`config.mk`:
```
export PLATFORM = sky130hd
export DESIGN_NAME = ipsxe_floating_point_sign_v1_0_flat
export DESIGN_NICKNAME = d
export VERILOG_FILES = /design/src/rtl/ipsxe_floating_point_pkg.sv /design/src/rtl/ipsxe_floating_point_sign_v1_0_if.sv /design/src/rtl/ipsxe_floating_point_skid_v1_0.sv /design/src/rtl/ipsxe_floating_point_sign_v1_0.sv /design/src/flat_wrapper.sv
export SDC_FILE = /design/constraint.sdc
export NUM_CORES = 1
export LEC_CHECK = 0
export CAP_MARGIN = 20
export CORE_MARGIN = 8
export CORE_UTILIZATION = 47
export DETAILED_ROUTE_END_ITERATION = 6
export GPL_TIMING_DRIVEN = 0
export PLACE_DENSITY = 0.86
export SETUP_SLACK_MARGIN = 0.1
export SYNTH_ARGS = -nofsm -noshare
export SYNTH_HDL_FRONTEND = slang
export SYNTH_SLANG_ARGS = --single-unit
```
`constraint.sdc`:
```
create_clock -name i_aclk -period 3.9 [get_ports i_aclk]
set_clock_uncertainty 0.2 [all_clocks]
set_input_delay 0.585 -clock i_aclk [delete_from_list [all_inputs] [get_ports i_aclk]]
set_output_delay 0.585 -clock i_aclk [all_outputs]
set_load 0.03 [all_outputs]
```
`src/rtl/ipsxe_floating_point_pkg.sv`:
```
// Shared definitions for the floating-point IP library: op-codes of the
// sign unit and a helper locating the sign bit of a packed operand.
package ipsxe_floating_point_pkg;

    localparam logic [1:0] OP_ABS      = 2'b00;
    localparam logic [1:0] OP_NEG      = 2'b01;
    localparam logic [1:0] OP_COPYSIGN = 2'b10;
    localparam logic [1:0] OP_PASS     = 2'b11;

    // Sign bit sits at the MSB of {sign, exponent, fraction}.
    function automatic int sign_idx(input int width);
        return width - 1;
    endfunction

endpackage

```
`src/rtl/ipsxe_floating_point_sign_v1_0_if.sv`:
```
// Stream bundle of the sign unit: operand A, operand B, op and result
// channels. Optional result tuser under IPSXE_FLOATING_POINT_SIGN_NAN_FLAG_EN.
interface ipsxe_floating_point_sign_v1_0_if
    import ipsxe_floating_point_pkg::*;
#(
    parameter int EXP_WIDTH  = 8,
    parameter int FRAC_WIDTH = 23
);
    localparam int WIDTH = 1 + EXP_WIDTH + FRAC_WIDTH;

    logic [WIDTH-1:0] i_axi4s_a_tdata;
    logic             i_axi4s_a_tvalid;
    logic             o_axi4s_a_tready;
    logic [WIDTH-1:0] i_axi4s_b_tdata;
    logic             i_axi4s_b_tvalid;
    logic             o_axi4s_b_tready;
    logic [1:0]       i_axi4s_op_tdata;
    logic             i_axi4s_op_tvalid;
    logic             o_axi4s_op_tready;
    logic [WIDTH-1:0] o_axi4s_result_tdata;
    logic             o_axi4s_result_tvalid;
    logic             i_axi4s_result_tready;
`ifdef IPSXE_FLOATING_POINT_SIGN_NAN_FLAG_EN
    logic [1:0]       o_axi4s_result_tuser;
`endif

    // Seen from the sign unit.
    modport slave (
        input  i_axi4s_a_tdata, i_axi4s_a_tvalid,
        input  i_axi4s_b_tdata, i_axi4s_b_tvalid,
        input  i_axi4s_op_tdata, i_axi4s_op_tvalid,
        input  i_axi4s_result_tready,
        output o_axi4s_a_tready, o_axi4s_b_tready, o_axi4s_op_tready,
        output o_axi4s_result_tdata, o_axi4s_result_tvalid
`ifdef IPSXE_FLOATING_POINT_SIGN_NAN_FLAG_EN
        , output o_axi4s_result_tuser
`endif
    );

    // Seen from the surrounding datapath driving the unit.
    modport master (
        output i_axi4s_a_tdata, i_axi4s_a_tvalid,
        output i_axi4s_b_tdata, i_axi4s_b_tvalid,
        output i_axi4s_op_tdata, i_axi4s_op_tvalid,
        output i_axi4s_result_tready,
        input  o_axi4s_a_tready, o_axi4s_b_tready, o_axi4s_op_tready,
        input  o_axi4s_result_tdata, o_axi4s_result_tvalid
`ifdef IPSXE_FLOATING_POINT_SIGN_NAN_FLAG_EN
        , input o_axi4s_result_tuser
`endif
    );

endinterface

```
`src/rtl/ipsxe_floating_point_skid_v1_0.sv`:
```
// Main + skid output register pair. The upstream sees ready whenever the
// skid slot is free, so it never combinationally depends on downstream
// ready. Beats leave strictly in acceptance order.
module ipsxe_floating_point_skid_v1_0
    import ipsxe_floating_point_pkg::*;
#(
    parameter int PW = 32
) (
    input  logic          i_clk,
    input  logic          i_rst,
    input  logic          i_valid,
    output logic          o_ready,
    input  logic [PW-1:0] i_data,
    output logic          o_valid,
    input  logic          i_ready,
    output logic [PW-1:0] o_data
);

    logic          r_main_vld;
    logic          r_skid_vld;
    logic [PW-1:0] r_main_data;
    logic [PW-1:0] r_skid_data;

    logic          w_drain;
    logic          w_load;
    logic          w_main_open;

    assign o_ready     = ~r_skid_vld & ~i_rst;
    assign w_drain     = r_main_vld & i_ready;
    assign w_load      = i_valid & o_ready;
    // Main can take a beat when empty or emptying this cycle.
    assign w_main_open = ~r_main_vld | w_drain;

    assign o_valid = r_main_vld;
    assign o_data  = r_main_data;

    // Skid has priority into main (it is older); a new beat only goes to
    // skid when main is occupied and not draining.
    always_ff @(posedge i_clk) begin
        if (i_rst) begin
            r_main_vld  <= 1'b0;
            r_skid_vld  <= 1'b0;
            r_main_data <= '0;
            r_skid_data <= '0;
        end else begin
            if (w_main_open) begin
                if (r_skid_vld) begin
                    r_main_data <= r_skid_data;
                    r_main_vld  <= 1'b1;
                end else if (w_load) begin
                    r_main_data <= i_data;
                    r_main_vld  <= 1'b1;
                end else begin
                    r_main_vld  <= 1'b0;
                end
            end
            if (r_skid_vld && w_drain) begin
                r_skid_vld <= 1'b0;
            end else if (w_load && !w_main_open) begin
                r_skid_data <= i_data;
                r_skid_vld  <= 1'b1;
            end
        end
    end

endmodule

```
`src/rtl/ipsxe_floating_point_sign_v1_0.sv`:
```
// Registered sign-manipulation unit: abs / negate / copy-sign / pass on
// A, joined with B and op streams, output through a main+skid pair.
// Optional {is_nan, is_zero} result tuser: IPSXE_FLOATING_POINT_SIGN_NAN_FLAG_EN.
module ipsxe_floating_point_sign_v1_0
    import ipsxe_floating_point_pkg::*;
#(
    parameter  int EXP_WIDTH  = 8,
    parameter  int FRAC_WIDTH = 23,
    localparam int WIDTH      = 1 + EXP_WIDTH + FRAC_WIDTH
) (
    input logic                          i_aclk,
    input logic                          i_areset,
    ipsxe_floating_point_sign_v1_0_if.slave s_axis
);

    localparam int SIGN = sign_idx(WIDTH);
`ifdef IPSXE_FLOATING_POINT_SIGN_NAN_FLAG_EN
    localparam int PW = WIDTH + 2;
`else
    localparam int PW = WIDTH;
`endif

    logic             w_ready;
    logic             w_fire;
    logic             w_sign;
    logic [WIDTH-1:0] w_result;
    logic [PW-1:0]    w_payload;
    logic [PW-1:0]    w_out;
    logic             w_out_vld;
    logic             w_unused_b;

    // Only B's sign participates; the rest is folded away deliberately.
    assign w_unused_b = ^s_axis.i_axi4s_b_tdata[SIGN-1:0];

    assign s_axis.o_axi4s_a_tready  = w_ready;
    assign s_axis.o_axi4s_b_tready  = w_ready;
    assign s_axis.o_axi4s_op_tready = w_ready;

    assign w_fire = s_axis.i_axi4s_a_tvalid & s_axis.i_axi4s_b_tvalid &
                    s_axis.i_axi4s_op_tvalid & w_ready;

    // Sign selection; exponent and fraction always pass through untouched,
    // NaN/Inf included.
    always_comb begin
        w_sign = s_axis.i_axi4s_a_tdata[SIGN];
        case (s_axis.i_axi4s_op_tdata)
            OP_ABS:      w_sign = 1'b0;
            OP_NEG:      w_sign = ~s_axis.i_axi4s_a_tdata[SIGN];
            OP_COPYSIGN: w_sign = s_axis.i_axi4s_b_tdata[SIGN];
            default:     w_sign = s_axis.i_axi4s_a_tdata[SIGN];
        endcase
    end

    assign w_result = {w_sign, s_axis.i_axi4s_a_tdata[SIGN-1:0]};

`ifdef IPSXE_FLOATING_POINT_SIGN_NAN_FLAG_EN
    logic [EXP_WIDTH-1:0]  w_exp;
    logic [FRAC_WIDTH-1:0] w_frac;
    logic                  w_is_nan;
    logic                  w_is_zero;

    // Flags derive from A's fields, which the result shares.
    assign w_exp     = s_axis.i_axi4s_a_tdata[SIGN-1 -: EXP_WIDTH];
    assign w_frac    = s_axis.i_axi4s_a_tdata[FRAC_WIDTH-1:0];
    assign w_is_nan  = (&w_exp) & (|w_frac);
    assign w_is_zero = ~(|w_exp) & ~(|w_frac);
    assign w_payload = {w_is_nan, w_is_zero, w_result};

    assign s_axis.o_axi4s_result_tuser = w_out[WIDTH+1:WIDTH];
`else
    assign w_payload = w_result;
`endif

    assign s_axis.o_axi4s_result_tdata  = w_out[WIDTH-1:0];
    assign s_axis.o_axi4s_result_tvalid = w_out_vld;

    ipsxe_floating_point_skid_v1_0 #(
        .PW (PW)
    ) u_skid (
        .i_clk   (i_aclk),
        .i_rst   (i_areset),
        .i_valid (w_fire),
        .o_ready (w_ready),
        .i_data  (w_payload),
        .o_valid (w_out_vld),
        .i_ready (s_axis.i_axi4s_result_tready),
        .o_data  (w_out)
    );

endmodule

```
`src/flat_wrapper.sv`:
```
// flat-port wrapper written by rule: the top's interface ports become plain ports
module ipsxe_floating_point_sign_v1_0_flat import ipsxe_floating_point_pkg::*;
#(
    parameter  int EXP_WIDTH  = 8,
    parameter  int FRAC_WIDTH = 23,
    localparam int WIDTH      = 1 + EXP_WIDTH + FRAC_WIDTH
)
  (i_aclk, i_areset, s_axis_i_axi4s_a_tdata, s_axis_i_axi4s_a_tvalid, s_axis_i_axi4s_b_tdata, s_axis_i_axi4s_b_tvalid, s_axis_i_axi4s_op_tdata, s_axis_i_axi4s_op_tvalid, s_axis_i_axi4s_result_tready, s_axis_o_axi4s_a_tready, s_axis_o_axi4s_b_tready, s_axis_o_axi4s_op_tready, s_axis_o_axi4s_result_tdata, s_axis_o_axi4s_result_tvalid);
  ipsxe_floating_point_sign_v1_0_if #(.EXP_WIDTH(EXP_WIDTH), .FRAC_WIDTH(FRAC_WIDTH)) s_axis_i ();
  input logic i_aclk;
  input logic i_areset;
  input wire logic [$bits(s_axis_i.i_axi4s_a_tdata)-1:0] s_axis_i_axi4s_a_tdata;
  input wire logic [$bits(s_axis_i.i_axi4s_a_tvalid)-1:0] s_axis_i_axi4s_a_tvalid;
  input wire logic [$bits(s_axis_i.i_axi4s_b_tdata)-1:0] s_axis_i_axi4s_b_tdata;
  input wire logic [$bits(s_axis_i.i_axi4s_b_tvalid)-1:0] s_axis_i_axi4s_b_tvalid;
  input wire logic [$bits(s_axis_i.i_axi4s_op_tdata)-1:0] s_axis_i_axi4s_op_tdata;
  input wire logic [$bits(s_axis_i.i_axi4s_op_tvalid)-1:0] s_axis_i_axi4s_op_tvalid;
  input wire logic [$bits(s_axis_i.i_axi4s_result_tready)-1:0] s_axis_i_axi4s_result_tready;
  output wire logic [$bits(s_axis_i.o_axi4s_a_tready)-1:0] s_axis_o_axi4s_a_tready;
  output wire logic [$bits(s_axis_i.o_axi4s_b_tready)-1:0] s_axis_o_axi4s_b_tready;
  output wire logic [$bits(s_axis_i.o_axi4s_op_tready)-1:0] s_axis_o_axi4s_op_tready;
  output wire logic [$bits(s_axis_i.o_axi4s_result_tdata)-1:0] s_axis_o_axi4s_result_tdata;
  output wire logic [$bits(s_axis_i.o_axi4s_result_tvalid)-1:0] s_axis_o_axi4s_result_tvalid;
  assign s_axis_i.i_axi4s_a_tdata = s_axis_i_axi4s_a_tdata;
  assign s_axis_i.i_axi4s_a_tvalid = s_axis_i_axi4s_a_tvalid;
  assign s_axis_i.i_axi4s_b_tdata = s_axis_i_axi4s_b_tdata;
  assign s_axis_i.i_axi4s_b_tvalid = s_axis_i_axi4s_b_tvalid;
  assign s_axis_i.i_axi4s_op_tdata = s_axis_i_axi4s_op_tdata;
  assign s_axis_i.i_axi4s_op_tvalid = s_axis_i_axi4s_op_tvalid;
  assign s_axis_i.i_axi4s_result_tready = s_axis_i_axi4s_result_tready;
  assign s_axis_o_axi4s_a_tready = s_axis_i.o_axi4s_a_tready;
  assign s_axis_o_axi4s_b_tready = s_axis_i.o_axi4s_b_tready;
  assign s_axis_o_axi4s_op_tready = s_axis_i.o_axi4s_op_tready;
  assign s_axis_o_axi4s_result_tdata = s_axis_i.o_axi4s_result_tdata;
  assign s_axis_o_axi4s_result_tvalid = s_axis_i.o_axi4s_result_tvalid;
  ipsxe_floating_point_sign_v1_0 #(.EXP_WIDTH(EXP_WIDTH), .FRAC_WIDTH(FRAC_WIDTH)) u_core (.i_aclk(i_aclk), .i_areset(i_areset), .s_axis(s_axis_i));
endmodule
```
==> results of run 1 <==
==> kinds of logic (layout without fill, tap and decap cells) <==
kind of cell	Yosys count	after routing
DFF	66	66
muxes	1	1
and+or+nand+nor	144	144
buffers and inverters	33	124
AOI/OAI and AO/OA	98	98
xor gates and xnor gates	1	1
==> power by group through the flow <==
stage	Sequential, mW	Combinational (mW)	Clock (mW)
2_1_floorplan	0.733	0.0491	0
3_3_place_gp	0.711	0.161	0
3_5_place_dp	0.711	0.162	0
4_1_cts	0.696	0.163	0.646
5_1_grt	0.697	0.173	0.677
6_report	0.696	0.163	0.639
==> how the worst max path moves through the flow <==
stage,startpoint,endpoint,slack [ps],cells past startpoint
floorplan,i_areset,s_axis_o_axi4s_b_tready,1740,2
global placement,i_areset,s_axis_o_axi4s_b_tready,910,4
detailed placement,i_areset,s_axis_o_axi4s_b_tready,920,4
CTS,i_areset,s_axis_o_axi4s_b_tready,920,4
global route,i_areset,s_axis_o_axi4s_b_tready,840,4
finish,i_areset,s_axis_o_axi4s_b_tready,910,4
==> metrics by stage <==
stage / instance area [um^2] / cells / total power, mW / utilization
CTS: 3830 / 509 / 1.51 / 0.663
detailed placement: 3610 / 494 / 0.873 / 0.625
finish: 3830 / 509 / 1.50 / 0.663
global placement: 3610 / 494 / 0.871 / 0.625
global route: 3830 / 509 / 1.55 / 0.663
floorplan: 2760 / 343 / 0.782 / -
==> cell usage in the layout, fill, tap and decap left out <==
master / instances
a211oi_1: 3
a21oi_1: 64
a221oi_1: 31
and3_1: 33
buf_1: 3
buf_2: 6
buf_4: 5
bufinv_16: 2
clkbuf_1: 21
clkbuf_8: 11
clkdlybuf4s50_1: 76
dfxtp_1: 66
mux2i_1: 1
nand2_1: 94
nand2b_1: 2
nand3_1: 2
nor2_1: 5
nor2b_1: 2
nor3_1: 3
nor3_2: 1
nor3b_1: 1
or4_1: 1
xnor2_1: 1
==> Yosys cell counts, drive strengths merged <==
cell type  number  share of area
nor3            4         0.0091
nor2            5         0.0068
and3           33          0.075
dfxtp          66           0.48
nor2b           2         0.0045
a211oi          3         0.0082
mux2i           1         0.0036
xnor2           1         0.0032
nor3b           1         0.0027
buf            14          0.029
nand2          94           0.13
or4             1         0.0027
nand2b          2         0.0045
clkbuf         19          0.026
a221oi         31          0.098
a21oi          64           0.12
nand3           2         0.0036
==> critical path: cells and delay by family <==
family        cells  cell delay [ps]
buf+inv           3             1330
simple gates      1              290
==> per-layer routing <==
layer	up-vias	GRT usage	part of all wire	wire (um)
li1	1388	-	-	-
met1	1364	0.223	0.43	3510
met2	121	0.300	0.47	3840
met3	26	0.0396	0.065	525
met4	0	0.111	0.028	226
met5	-	0	0	0
==> sequential cells by signal (all words and copies together) (netlist names) <==
register,cells
u_core.u_skid.o_data,32
u_core.u_skid.r_skid_data,32
u_core.u_skid.o_valid,1
u_core.u_skid.r_skid_vld,1
==> final cells by class <==
type	count	area [um^2]
Sequential cell	66	1320
Buffer	33	150
Clock buffer	13	159
Clock inverter	2	60.1
Timing Repair Buffer	76	761
Multi-Input combinational cell	244	1290
Tap cell	75	93.8
Fill cell	481	1950
==> results_dict.tcl, run 1 <==
set metrics [dict create \
    hp-class "flop to flop" \
    p_clk_frac 0.427 \
    synth-simple-area-share 0.237 \
    r2r_slack_ps 2000 \
    start_util 0.477 \
    finalCritPeriodShare 0.766 \
    vias 2899 \
    finalHoldViolCount 0 \
    crit_type "input port to output pin" \
    drcViolationCount 0 \
    rows 28 \
    rr_worst_depth 6 \
    clockBufferDepth 2 \
    firstDrtPassIters 4 \
    maxSlewHeadroom 0.632 \
    drt-total-wl_um 8100 \
    worst_slew_pin_slew_ps 552 \
    drt_iter0_markers 201 \
    root_buffer "clkbuf_8" \
    setup_slack_ps 912 \
    holdBufCountCts 0 \
    slowest_stage "clkdlybuf4s50_1" \
    drv_cap 0 \
    synthAdderAreaFrac 0 \
    ios 108 \
    fp.dieArea_um2 8570 \
    gp_congestion 0.845 \
    synth_cell_type_count 20 \
    synth_area_um2 2760 \
    critPathArrivalTime_ps 2200 \
    area_delta_synth_final_pct 38.9 \
    whs_endpoint "u_core.u_skid.r_skid_data[1]" \
    holdWs_ps 252 \
    p_leak_nw 1.40 \
    wl_per_cell_um 15.9 \
    pwr-share-seq 0.465 \
    hold_depth 2 \
    synth-seq-area-share 0.479 \
    antenna_left 0 \
    cts_resized 0 \
    end_kind "output pin" \
    h-tree-depth 3 \
    grt_pass1_wl_um 12800 \
    cpMostUsedCell "clkdlybuf4s50_1" \
    clk_latency_ps 340 \
    finalSetupTns_ps 0 \
    r2r_end "u_core.u_skid.r_skid_data[8]" \
    layout.nets 502 \
    numPortBuffers 76 \
    cp_slowest_stage_delay_ps 670 \
    synth_area_per_cell_um2 8.04 \
    status "completed" \
    period_minus_slack_ps 2990 \
    synth-compound-area-share 0.223 \
    r2r-start "u_core.u_skid.o_valid" \
    switching_share 0.229 \
    cts_made_buffers 9 \
    crit_path_start_kind "input port" \
    synth_top_family_by_area "simple AND/OR/NAND/NOR gates" \
    post_cts_buffers 0 \
    syn_inst 343 \
    powerDensity_nw_per_um2 391 \
    path_clk_slew_ps 70 \
    coreArea_um2 5780 \
    antenna_found_initial 0 \
    path_max_fanout 6 \
    die_y_um 92.6 \
    grt_pass1_vias 2747 \
    fmax_ghz 0.335 \
    synth-seq-cells 66 \
    worstPathRequired_ps 3120 \
    syn-num-nets 415 \
    hpwl_um 5640 \
    synthXorXnorAreaFrac 0.00318 \
    min-delay-start "u_core.u_skid.r_skid_data[1]" \
    crit_chain "clkdlybuf4s50_1 > nor2_1 > buf_4 > clkdlybuf4s50_1" \
    rsz0062_at_grt "no" \
    insertedDiodeCount 0 \
    place_ws_ps 921 \
    p_sw_mw 0.343 \
    ir_drop_v 0.000235 \
    grt_max_degree 11 \
    globalRoute.totalOverflow 0 \
    cts.sinks 66 \
    avgViaCountPerCell 5.70 \
    drv_slew 0 \
    muxShareOfSynthArea 0.00363 \
    cts_tree "done" \
    power_frac_comb 0.109 \
    drive_gt1_frac 0.0576 \
    setup-violations-final 0 \
    grt_usage 0.186 \
    p_int_mw 1.16 \
    die_w_um 92.6 \
    yosys_warnings 0 \
]
Note: power is estimated with default switching activity, not from simulation.
==> inputs of run 2 (changes only) <==
Settings changed: CORE_UTILIZATION 47 to 39, PLACE_DENSITY 0.86 to 0.77.
Clock period 3.9 ns to 2.4 ns, I/O delays scaled along.
==> results_dict.tcl, run 2 (synthesized netlist as in run 1, its figures left out) <==
set metrics [dict create \
    finalHoldViolCount 0 \
    post-route-cell-area_um2 3820 \
    numPlacedInstances 515 \
    place_ws_ps -137 \
    r2r-start "u_core.u_skid.o_valid" \
    setup_slack_ps 203 \
    drt-total-wl_um 8180 \
    holdBufCountCts 0 \
    crit_type "input port to output pin" \
    critPathTopFamily "buffers and inverters" \
    cts_tree "done" \
    hold_depth 2 \
    path_max_fanout 6 \
    r2r_end "u_core.u_skid.r_skid_data[7]" \
    root_buffer "clkbuf_8" \
    final_common_cell "nand2_1" \
    finalCritPeriodShare 0.915 \
    met1_usage 0.193 \
    die_w_um 100 \
    area_delta_synth_final_pct 38.5 \
    slowest_stage "clkdlybuf4s50_1" \
    cts.sinks 66 \
    gp_congestion 0.810 \
    wl_per_cell_um 15.4 \
    top_usage_layer "met2" \
    start_util 0.404 \
    rsz0062_at_grt "no" \
    cts_resized 4 \
    h-tree-depth 3 \
    grt_usage 0.168 \
    final_util 0.559 \
    drv_slew 0 \
    layout.nets 502 \
    clk_latency_ps 330 \
    hp-class "flop to flop" \
    r2r_slack_ps 500 \
    firstDrtPassIters 4 \
    placed_area_um2 3640 \
    grt_pass1_vias 2871 \
    status "completed" \
    final_cell_mix "nand2_1, clkdlybuf4s50_1, dfxtp_1" \
    min-delay-start "u_core.u_skid.r_skid_data[30]" \
    maxSlewHeadroom 0.649 \
    cts_made_buffers 9 \
    worst_slew_pin_slew_ps 527 \
    globalRoute.totalOverflow 0 \
    end_kind "output pin" \
    cp_slowest_stage_delay_ps 530 \
    post_cts_buffers 0 \
    finalSetupTns_ps 0 \
    fp.dieArea_um2 10000 \
    grt.met2_usage 0.281 \
    crit_buf_inv 3 \
    rows 30 \
    ir_drop_v 0.000367 \
    grt_pass1_wl_um 13500 \
    crit_path_start_kind "input port" \
    fmax_ghz 0.455 \
    antenna_left 0 \
    setup-violations-final 0 \
    vias 2838 \
    whs_endpoint "u_core.u_skid.r_skid_data[30]" \
    avgViaCountPerCell 5.35 \
    ios 108 \
    clockBufferDepth 2 \
    final_cells 530 \
    p_leak_nw 1.39 \
    rr_worst_depth 6 \
    powerDensity_nw_per_um2 595 \
    hpwl_um 5710 \
    holdWs_ps 254 \
    period_minus_slack_ps 2200 \
    numPortBuffers 76 \
    drt_iter0_markers 208 \
    grt_max_degree 12 \
    path_clk_slew_ps 70 \
    drive_gt1_frac 0.0645 \
    antenna_found_initial 0 \
    drcViolationCount 0 \
    insertedDiodeCount 0 \
    use_met3 0.0498 \
    p_total_mw 2.27 \
    coreArea_um2 6830 \
    die_y_um 100 \
    drv_cap 0 \
    critPathArrivalTime_ps 1640 \
    crit_chain "clkdlybuf4s50_1 > nor2_2 > buf_4 > dlygate4sd2_1" \
    worstPathRequired_ps 1840 \
]
-- run 2: worst max-delay path by stage --
| stage | cells past startpoint | startpoint | end | slack [ps] |
|---|---|---|---|---|
| final | 4 | i_areset | s_axis_o_axi4s_op_tready | 200 |
| after global routing | 4 | i_areset | s_axis_o_axi4s_op_tready | 160 |
| after CTS | 4 | i_areset | s_axis_o_axi4s_op_tready | 220 |
| after detailed placement | 4 | i_areset | s_axis_o_axi4s_op_tready | -140 |
| after global placement | 4 | i_areset | s_axis_o_axi4s_b_tready | -140 |
| after floorplan | 5 | i_areset | u_core.u_skid.r_skid_data[28] | 550 |
-- run 2: worst reg2reg max path: cells and delay by family, from the launching register on --
family | cells | cell delay [ps]
AOI/OAI and AO/OA | 1 | 180
and+or+nand+nor | 3 | 480
buffers and inverters | 2 | 620
DFF | 1 | 350
-- run 2: area by class of cell --
type | count | area [um^2]
clock buffer | 9 | 124
clock inverter | 6 | 58.8
sequential | 66 | 1320
timing repair buffer | 76 | 757
tap | 96 | 120
buffer | 33 | 150
multi-input combinational | 244 | 1290
fill | 653 | 3010
-- run 2: power breakdown --
part	total [mW]	internal, mW	switching [mW]	leakage, nW
combinational	0.263	0.123	0.140	0.760
sequential	1.13	1.12	0.0151	0.534
clock	0.881	0.468	0.413	0.0986
total	2.27	1.71	0.568	1.39
-- run 2: per-layer routing --
layer	share of wire	up-vias
met3	0.066	12
met4	0.021	0
met2	0.48	109
met5	0	-
li1	-	1386
met1	0.43	1331
